$ cat src/rtl/wb_pkg.sv
// wb_pkg: default widths and the pending-entry record shared by the write-back buffer.
package wb_pkg;
  localparam int WB_DATA_WIDTH = 8;
  localparam int WB_ADDR_WIDTH = 3;
  localparam int WB_DEPTH = 4;
  typedef struct packed {
    logic [WB_ADDR_WIDTH-1:0] addr;
    logic [WB_DATA_WIDTH-1:0] data;
  } wb_entry_t;
endpackage

$ cat src/rtl/wb_fifo.sv
// wb_fifo: in-order entry storage with wrapping pointers and an occupancy count.
module wb_fifo import wb_pkg::*; #(
  parameter type entry_t = wb_entry_t,
  parameter int DEPTH = WB_DEPTH,
  localparam int PW = $clog2(DEPTH),
  localparam int CW = PW + 1
) (
  input  logic          clk,
  input  logic          reset_n,
  input  logic          push,
  input  logic          pop,
  input  entry_t        din,
  output entry_t        entries [DEPTH],
  output logic [PW-1:0] rd_ptr,
  output logic [CW-1:0] count,
  output logic          full,
  output logic          empty
);
  logic [PW-1:0] wr_ptr;
  // Storage needs no reset: every reader qualifies entries with count.
  always_ff @(posedge clk)
    if (push) entries[wr_ptr] <= din;
  always_ff @(posedge clk or negedge reset_n)
    if (!reset_n) begin
      rd_ptr <= '0;
      wr_ptr <= '0;
      count  <= '0;
    end else begin
      if (push) wr_ptr <= wr_ptr + 1'b1;
      if (pop) rd_ptr <= rd_ptr + 1'b1;
      count <= count + CW'(push) - CW'(pop);
    end
  assign full  = count == CW'(DEPTH);
  assign empty = count == '0;
endmodule

$ cat src/rtl/reg_writeback.sv
// reg_writeback: result queue draining into the register-file write port, with read forwarding.
// Define WB_FORWARD_EN to build the forwarding search; otherwise FWD outputs are tied to 0.
module reg_writeback import wb_pkg::*; #(
  parameter int DATA_WIDTH = WB_DATA_WIDTH,
  parameter int ADDR_WIDTH = WB_ADDR_WIDTH,
  parameter int DEPTH = WB_DEPTH
) (
  input  logic                  clk,
  input  logic                  reset_n,
  input  logic                  res_valid,
  output logic                  res_ready,
  input  logic [DATA_WIDTH-1:0] res_data,
  input  logic [ADDR_WIDTH-1:0] res_addr,
  input  logic                  rf_hold,
  output logic                  rf_write,
  output logic [DATA_WIDTH-1:0] rf_data,
  output logic [ADDR_WIDTH-1:0] rf_addr,
  input  logic [ADDR_WIDTH-1:0] fwd1_addr,
  input  logic [ADDR_WIDTH-1:0] fwd2_addr,
  output logic                  fwd1_hit,
  output logic                  fwd2_hit,
  output logic [DATA_WIDTH-1:0] fwd1_data,
  output logic [DATA_WIDTH-1:0] fwd2_data,
  output logic [ADDR_WIDTH:0]   pending
);
  localparam int PW = $clog2(DEPTH);
  localparam int CW = PW + 1;
  localparam int NW = ADDR_WIDTH + 1;
  typedef struct packed {
    logic [ADDR_WIDTH-1:0] addr;
    logic [DATA_WIDTH-1:0] data;
  } entry_t;
  entry_t        entries [DEPTH];
  entry_t        din;
  logic [PW-1:0] rd_ptr;
  logic [CW-1:0] count;
  logic          full, empty, armed, push;
  always_ff @(posedge clk or negedge reset_n)
    if (!reset_n) armed <= 1'b0;
    else armed <= 1'b1;
  assign din       = {res_addr, res_data};
  assign res_ready = armed && !full;
  assign push      = res_valid && res_ready;
  assign rf_write  = !empty && !rf_hold;
  assign rf_data   = empty ? '0 : entries[rd_ptr].data;
  assign rf_addr   = empty ? '0 : entries[rd_ptr].addr;
  assign pending   = NW'(count);
  wb_fifo #(.entry_t(entry_t), .DEPTH(DEPTH)) u_fifo (
    .clk(clk), .reset_n(reset_n), .push(push), .pop(rf_write), .din(din),
    .entries(entries), .rd_ptr(rd_ptr), .count(count), .full(full), .empty(empty)
  );
`ifdef WB_FORWARD_EN
  logic [ADDR_WIDTH-1:0] fa [2];
  logic                  fh [2];
  logic [DATA_WIDTH-1:0] fd [2];
  assign fa[0] = fwd1_addr;
  assign fa[1] = fwd2_addr;
  // Scan oldest to youngest so the last match, the youngest, wins.
  always_comb
    for (int p = 0; p < 2; p++) begin
      fh[p] = 1'b0;
      fd[p] = '0;
      for (int k = 0; k < DEPTH; k++)
        if (CW'(k) < count && entries[rd_ptr + PW'(k)].addr == fa[p]) begin
          fh[p] = 1'b1;
          fd[p] = entries[rd_ptr + PW'(k)].data;
        end
    end
  assign fwd1_hit  = fh[0];
  assign fwd1_data = fd[0];
  assign fwd2_hit  = fh[1];
  assign fwd2_data = fd[1];
`else
  logic unused_fwd;
  assign unused_fwd = ^{fwd1_addr, fwd2_addr};
  assign fwd1_hit  = 1'b0;
  assign fwd1_data = '0;
  assign fwd2_hit  = 1'b0;
  assign fwd2_data = '0;
`endif
endmodule

$ cat config.mk
export PLATFORM = sky130hd
export DESIGN_NAME = reg_writeback
export DESIGN_NICKNAME = d
export VERILOG_FILES = /design/src/rtl/wb_pkg.sv /design/src/rtl/wb_fifo.sv /design/src/rtl/reg_writeback.sv
export SDC_FILE = /design/constraint.sdc
export NUM_CORES = 1
export LEC_CHECK = 0
export ABC_AREA = 1
export BUFFER_PORTS_ARGS = -buffer_cell sky130_fd_sc_hd__buf_2
export CORE_MARGIN = 1
export CORE_UTILIZATION = 54
export CTS_CLUSTER_DIAMETER = 60
export CTS_CLUSTER_SIZE = 28
export DETAILED_ROUTE_END_ITERATION = 6
export PLACE_DENSITY = 0.9
export SKIP_LAST_GASP = 1
export SYNTH_ARGS = -nofsm -noshare
export SYNTH_HDL_FRONTEND = slang
export SYNTH_SLANG_ARGS = --single-unit
$ cat constraint.sdc
create_clock -name clk -period 2.2 [get_ports clk]
set_input_delay 0.11 -clock clk [delete_from_list [all_inputs] [get_ports clk]]
set_output_delay 0.11 -clock clk [all_outputs]
set_load 0.01 [all_outputs]
==> impl_metrics.tcl, run 1 <==
set metrics [dict create \
    status "finished, final reports clean" \
    rr_worst_depth 12 \
    drt_iter0_markers 58 \
    timing.max_slew.rel_slack 0.646 \
    hold_path.startpoint "res_data[1]" \
    final_area_mm2 0.00298 \
    drt_drc_violations_left 0 \
    ys.flop_type "edfxtp_1" \
    grt_start_max_net_pins 24 \
    power_per_cell_area_mw_per_mm2 1150 \
    h-tree-depth 2 \
    seq_area_frac_synth 0.573 \
    worstSetupPathType "reg2reg" \
    ys_async_sr_fraction 0.154 \
    cp_data_required_time_ns 2.41 \
    critPathLaunchType "flop" \
    r2r_start "u_fifo.count[0]" \
    max_cap_viol_count 0 \
    synth_edf_count 44 \
    p_leak_uw 0.00142 \
    holdPathEnd "u_fifo.entries[12]" \
    std_cell_rows 25 \
    dr.pass1.iters 4 \
    worst_slew_pin_slew_ns 0.530 \
    reg2reg_setup_slack_ns 0.06 \
    setup_viol 0 \
    grt.overflow.total 0 \
    start_util 0.562 \
    drive_above_1_share 0.285 \
    switching_share 0.398 \
    cts_tree "built" \
    slew_violations 0 \
    area_delta_synth_final_pct 12.2 \
    synth-seq-cells 52 \
    die_area_mm2 0.00520 \
    min_period_over_period 0.973 \
    wl_per_cell_um 12.3 \
    grt_pass1_vias 1539 \
    clockPowerShare 0.163 \
    cts_num_sinks 52 \
    nets 325 \
    grt_first_pass_wirelength_mm 7.07 \
    synth_most_common_cell "inv_1" \
    fmax_mhz 467 \
    fill_cells 364 \
    clockBufferDepth 2 \
    vias 1677 \
    die_y_um 72.1 \
    syn_area_mm2 0.00266 \
    critical_path_arrival_ns 2.36 \
    ys.warnings.count 0 \
    clock_latency_ns 0.31 \
    fin_skew_ns 0.00713 \
    globalplace.congestion 0.809 \
    chipWidth_um 72.1 \
    finalHoldViolCount 0 \
    worstHoldPathCells 1 \
    syn_avg_cell_area_um2 10.5 \
    ant_nets 0 \
    yosys-top-cells-area "edfxtp_1 50%, inv_1 8.3%, dfrtp_1 7.5%" \
    layout_setup_ws_ns 0.0586 \
    syn_inst 253 \
    antenna_cells 0 \
    crit_fanout 4 \
    place_area_mm2 0.00279 \
    clk_pin_slew_ns 0.10 \
    ios 56 \
    period_minus_slack_ns 2.14 \
    routed_wl_mm 4.49 \
    synth_top_area_share 0.498 \
    vias_per_cell 4.59 \
    coreArea_mm2 0.00472 \
    synth_common_cells "59 x inv_1, 44 x edfxtp_1, 44 x nand2_1" \
    port_buffers 30 \
    antenna_found_initial 0 \
    numCtsBuffers 5 \
    cts_root_buf "clkbuf_8" \
    track_usage 0.186 \
    hold_class "in2reg" \
    p_sw_uw 1370 \
    crit_path_end_kind "flop" \
    timing.rr.end "u_fifo.count[2]" \
    p_int_uw 2060 \
    seqPwrFrac 0.389 \
    combPwrFrac 0.448 \
    yosys.area.top_type "edfxtp_1" \
    pre_cts_slack_ns -0.00571 \
    yosysUniqueCellTypes 24 \
    ir_drop_uv 529 \
    dp_hpwl_mm 2.92 \
]
[logic make-up after synthesis]
kind of cell | after synthesis | synth area share
simple gates | 88 | 0.169
compound gates | 13 | 0.0396
fa+ha+maj | 7 | 0.0358
other cells | 2 | 0.00283
buf+inv | 88 | 0.170
flops | 52 | 0.573
xor+xnor | 3 | 0.00990
[registers in the layout, summed over array words and instances (netlist names)]
signal          count
u_fifo.entries     44
armed               1
u_fifo.count        3
u_fifo.wr_ptr       2
u_fifo.rd_ptr       2
[per-layer routing]
| metal | up-vias | part of all wire | GRT usage |
|---|---|---|---|
| li1 | 825 | - | - |
| met1 | 788 | 0.40 | 0.209 |
| met2 | 54 | 0.54 | 0.342 |
| met3 | 10 | 0.037 | 0.0403 |
| met4 | 0 | 0.025 | 0.0741 |
| met5 | - | 0 | 0 |
[stage by stage]
step	cells	total power [uW]	utilization	setup TNS (ns)	hold WS, ns
after floorplan	271	2490	-	0	-0.186
after global placement	348	2770	0.591	0	-0.0420
after detailed placement	348	2830	0.591	-0.00571	-0.0388
after CTS	358	3380	0.616	0	0.000103
after global routing	365	3670	0.631	-0.0802	0.00713
final	365	3430	0.631	0	0.00955
[cell usage in the layout, fill, tap and decap left out, drive strengths merged]
cell type    netlist  layout
buf               27      40
xor2               1       1
a21oi             11      11
clkbuf             0       5
o21ai              1       1
nand4              2       2
inv               61      62
clkinv             0       1
edfxtp            44      44
clkinvlp           0       1
fa                 1       1
dfrtp              8       8
nand2             55      55
conb               2      20
nor2               8       8
ha                 6       6
nand3             23      23
dlygate4sd3        0       6
xnor2              2       2
a21boi             1       1
[power by group through the flow]
stage | clock network [uW] | registers, uW | logic (uW)
5_1_grt | 612 | 1350 | 1700
3_5_place_dp | 0 | 1350 | 1480
6_report | 559 | 1330 | 1540
3_3_place_gp | 0 | 1340 | 1430
4_1_cts | 566 | 1330 | 1490
2_1_floorplan | 0 | 1340 | 1150
[worst max-delay path, stage by stage (launching register included)]
cell and delay [ns]:
dfrtp_1 0.42, nor2_2 0.20, nand2_2 0.10, nand2_4 0.08
inv_1 0.07, ha_1 0.30, inv_1 0.06, ha_1 0.14
inv_1 0.05, fa_2 0.35, xor2_1 0.15, nor2_1 0.08
nor2_1 0.04
[how the worst max path moves through the flow]
stage	from	to	slack, ns	cells after the start
3_3_place_gp	u_fifo.count[0]	u_fifo.count[2]	0.12	12
3_5_place_dp	u_fifo.count[0]	u_fifo.count[2]	-0.006	12
6_report	u_fifo.count[0]	u_fifo.count[2]	0.06	12
5_1_grt	u_fifo.count[0]	u_fifo.count[2]	-0.08	12
2_1_floorplan	u_fifo.count[1]	u_fifo.count[2]	0.03	12
4_1_cts	u_fifo.count[1]	u_fifo.count[2]	0.03	12
[area by class of cell]
cell class,instances,area (um2),area share
Clock buffer,5,68.8,0.0231
Clock inverter,3,27.5,0.00924
Inverter,61,231,0.0777
Multi-Input combinational cell,131,761,0.255
Sequential cell,52,1520,0.511
Tap cell,67,83.8,0.0281
Timing Repair Buffer,46,285,0.0958
[repair_timing]
action / in CTS / in global routing
endpoints found under the hold margin: 12 / 16
setup buffers: 0 / 3
endpoints found under the setup margin: 1 / 1
hold buffers: 2 / 4
resized for setup: 1 / 2
pin swaps: 1 / 2
Power figures use the tool's default switching activity.
==> run 2: changes to the inputs <==
--- a/config.mk
+++ b/config.mk
@@ -8,11 +8,11 @@
 export ABC_AREA = 1
 export BUFFER_PORTS_ARGS = -buffer_cell sky130_fd_sc_hd__buf_2
 export CORE_MARGIN = 1
-export CORE_UTILIZATION = 54
+export CORE_UTILIZATION = 24
 export CTS_CLUSTER_DIAMETER = 60
 export CTS_CLUSTER_SIZE = 28
 export DETAILED_ROUTE_END_ITERATION = 6
-export PLACE_DENSITY = 0.9
+export PLACE_DENSITY = 0.53
 export SKIP_LAST_GASP = 1
 export SYNTH_ARGS = -nofsm -noshare
 export SYNTH_HDL_FRONTEND = slang
==> impl_metrics.tcl, run 2 (synthesis results as in run 1) <==
set metrics [dict create \
    top_regs "u_fifo.entries (44), u_fifo.count (3)" \
    cp_data_required_time_ns 2.40 \
    cts_root_buf "clkbuf_8" \
    grt_start_max_net_pins 26 \
    std_cell_rows 38 \
    vias_per_cell 3.77 \
    h-tree-depth 2 \
    worst_slew_pin_slew_ns 0.596 \
    p_total_uw 3490 \
    critical_path_arrival_ns 2.25 \
    holdWs_ns 0.0199 \
    grt.overflow.total 0 \
    final_common_cell "inv_1" \
    drive_above_1_share 0.278 \
    ir_drop_uv 343 \
    min_period_over_period 0.932 \
    routed_wl_mm 4.64 \
    drt_iter0_markers 91 \
    clock_latency_ns 0.30 \
    chipWidth_um 107 \
    max_cap_viol_count 0 \
    crit_fanout 3 \
    tns_ns 0 \
    clk_pin_slew_ns 0.09 \
    area_delta_synth_final_pct 13.7 \
    slew_violations 0 \
    ant_nets 0 \
    finalHoldViolCount 0 \
    antenna_cells 0 \
    port_buffers 30 \
    cts_num_sinks 52 \
    wl_per_cell_um 10.8 \
    dr.pass1.iters 4 \
    place_inst 422 \
    clockBufferDepth 2 \
    nets 318 \
    numCtsBuffers 5 \
    worstSetupPathType "reg2reg" \
    p_leak_uw 0.00140 \
    setup_viol 0 \
    dp_hpwl_mm 3.08 \
    track_usage 0.0882 \
    hold_class "in2reg" \
    power_per_cell_area_mw_per_mm2 1160 \
    antenna_found_initial 0 \
    die_y_um 107 \
    mostFrequentLayoutCells "59 x inv_1, 44 x nand2_1, 44 x edfxtp_1" \
    vias 1623 \
    largest_register_ffs 44 \
    instances_no_fill 431 \
    crit_path_end_kind "flop" \
    fin_skew_ns 0.0106 \
    grt_first_pass_wirelength_mm 7.53 \
    largest_register "u_fifo.entries" \
    die_area_mm2 0.0115 \
    utilization 0.280 \
    globalplace.congestion 0.756 \
    ios 56 \
    rsz0062_at_grt "false" \
    coreArea_mm2 0.0108 \
    critPathLaunchType "flop" \
    status "finished, final reports clean" \
    drt_drc_violations_left 0 \
    timing.max_slew.rel_slack 0.602 \
    start_util 0.246 \
    grt_pass1_vias 1560 \
    cts_tree "built" \
    period_minus_slack_ns 2.05 \
    fmax_mhz 487 \
]
[run 2: stage by stage]
| stage | cell area (um2) | setup slack, ns |
|---|---|---|
| global route | 3020 | 0.00779 |
| CTS | 3010 | 0.0686 |
| floorplan | 2720 | 0.0314 |
| detailed placement | 2890 | 0.0846 |
| finish | 3020 | 0.149 |
| global placement | 2890 | 0.146 |
[run 2: worst max-delay path: stages (launching register included)]
cell and delay [ns]:
dfrtp_1 0.43, nor2_4 0.15, nand2_2 0.07, nand2_1 0.08, inv_1 0.07, ha_1 0.29
inv_1 0.05, ha_1 0.12, inv_1 0.05, fa_2 0.35, xor2_1 0.15, nor2_1 0.08
nor2_1 0.04
[run 2: cell type report]
type                    instances  area, um2
clock buffers                   6       72.6
clock inverters                 2       38.8
fillers                      1124       7770
inverters                      61        231
multi-input cells             131        758
flip-flops and latches         52       1520
well taps                     140        175
repair buffers                 39        220
[run 2: power breakdown]
group | total [uW] | internal [uW] | switching [uW]
logic | 1550 | 572 | 975
clock network | 643 | 344 | 299
registers | 1300 | 1220 | 72.9
[run 2: per-layer routing]
metal	GRT usage	up-vias	wire length, um
met2	0.159	49	2420
met5	0	-	0
li1	-	813	-
met4	0.0372	0	66
met3	0.0207	6	210
met1	0.0987	755	1940
[run 2: what timing repair did]
item / 4_1_cts / 5_1_grt
gates resized for setup: 0 / 2
setup buffers: 0 / 0
endpoints found under the hold margin: 8 / 0
hold buffers: 1 / 0
endpoints found under the setup margin: 0 / 1
[run 2: final timing paths]
check / startpoint / endpoint / slack (ns) / cells after the start
max in group asynchronous: reset_n / u_fifo.rd_ptr[1] / 1.85 / 2
min in group asynchronous: reset_n / u_fifo.count[2] / 0.18 / 2
hold / removal: res_data[4] / u_fifo.entries[37] / 0.02 / 1
setup reg to reg: u_fifo.count[0] / u_fifo.count[2] / 0.15 / 12
setup / recovery: u_fifo.count[0] / u_fifo.count[2] / 0.15 / 12
hold reg to reg: u_fifo.wr_ptr[1] / u_fifo.wr_ptr[1] / 0.55 / 2
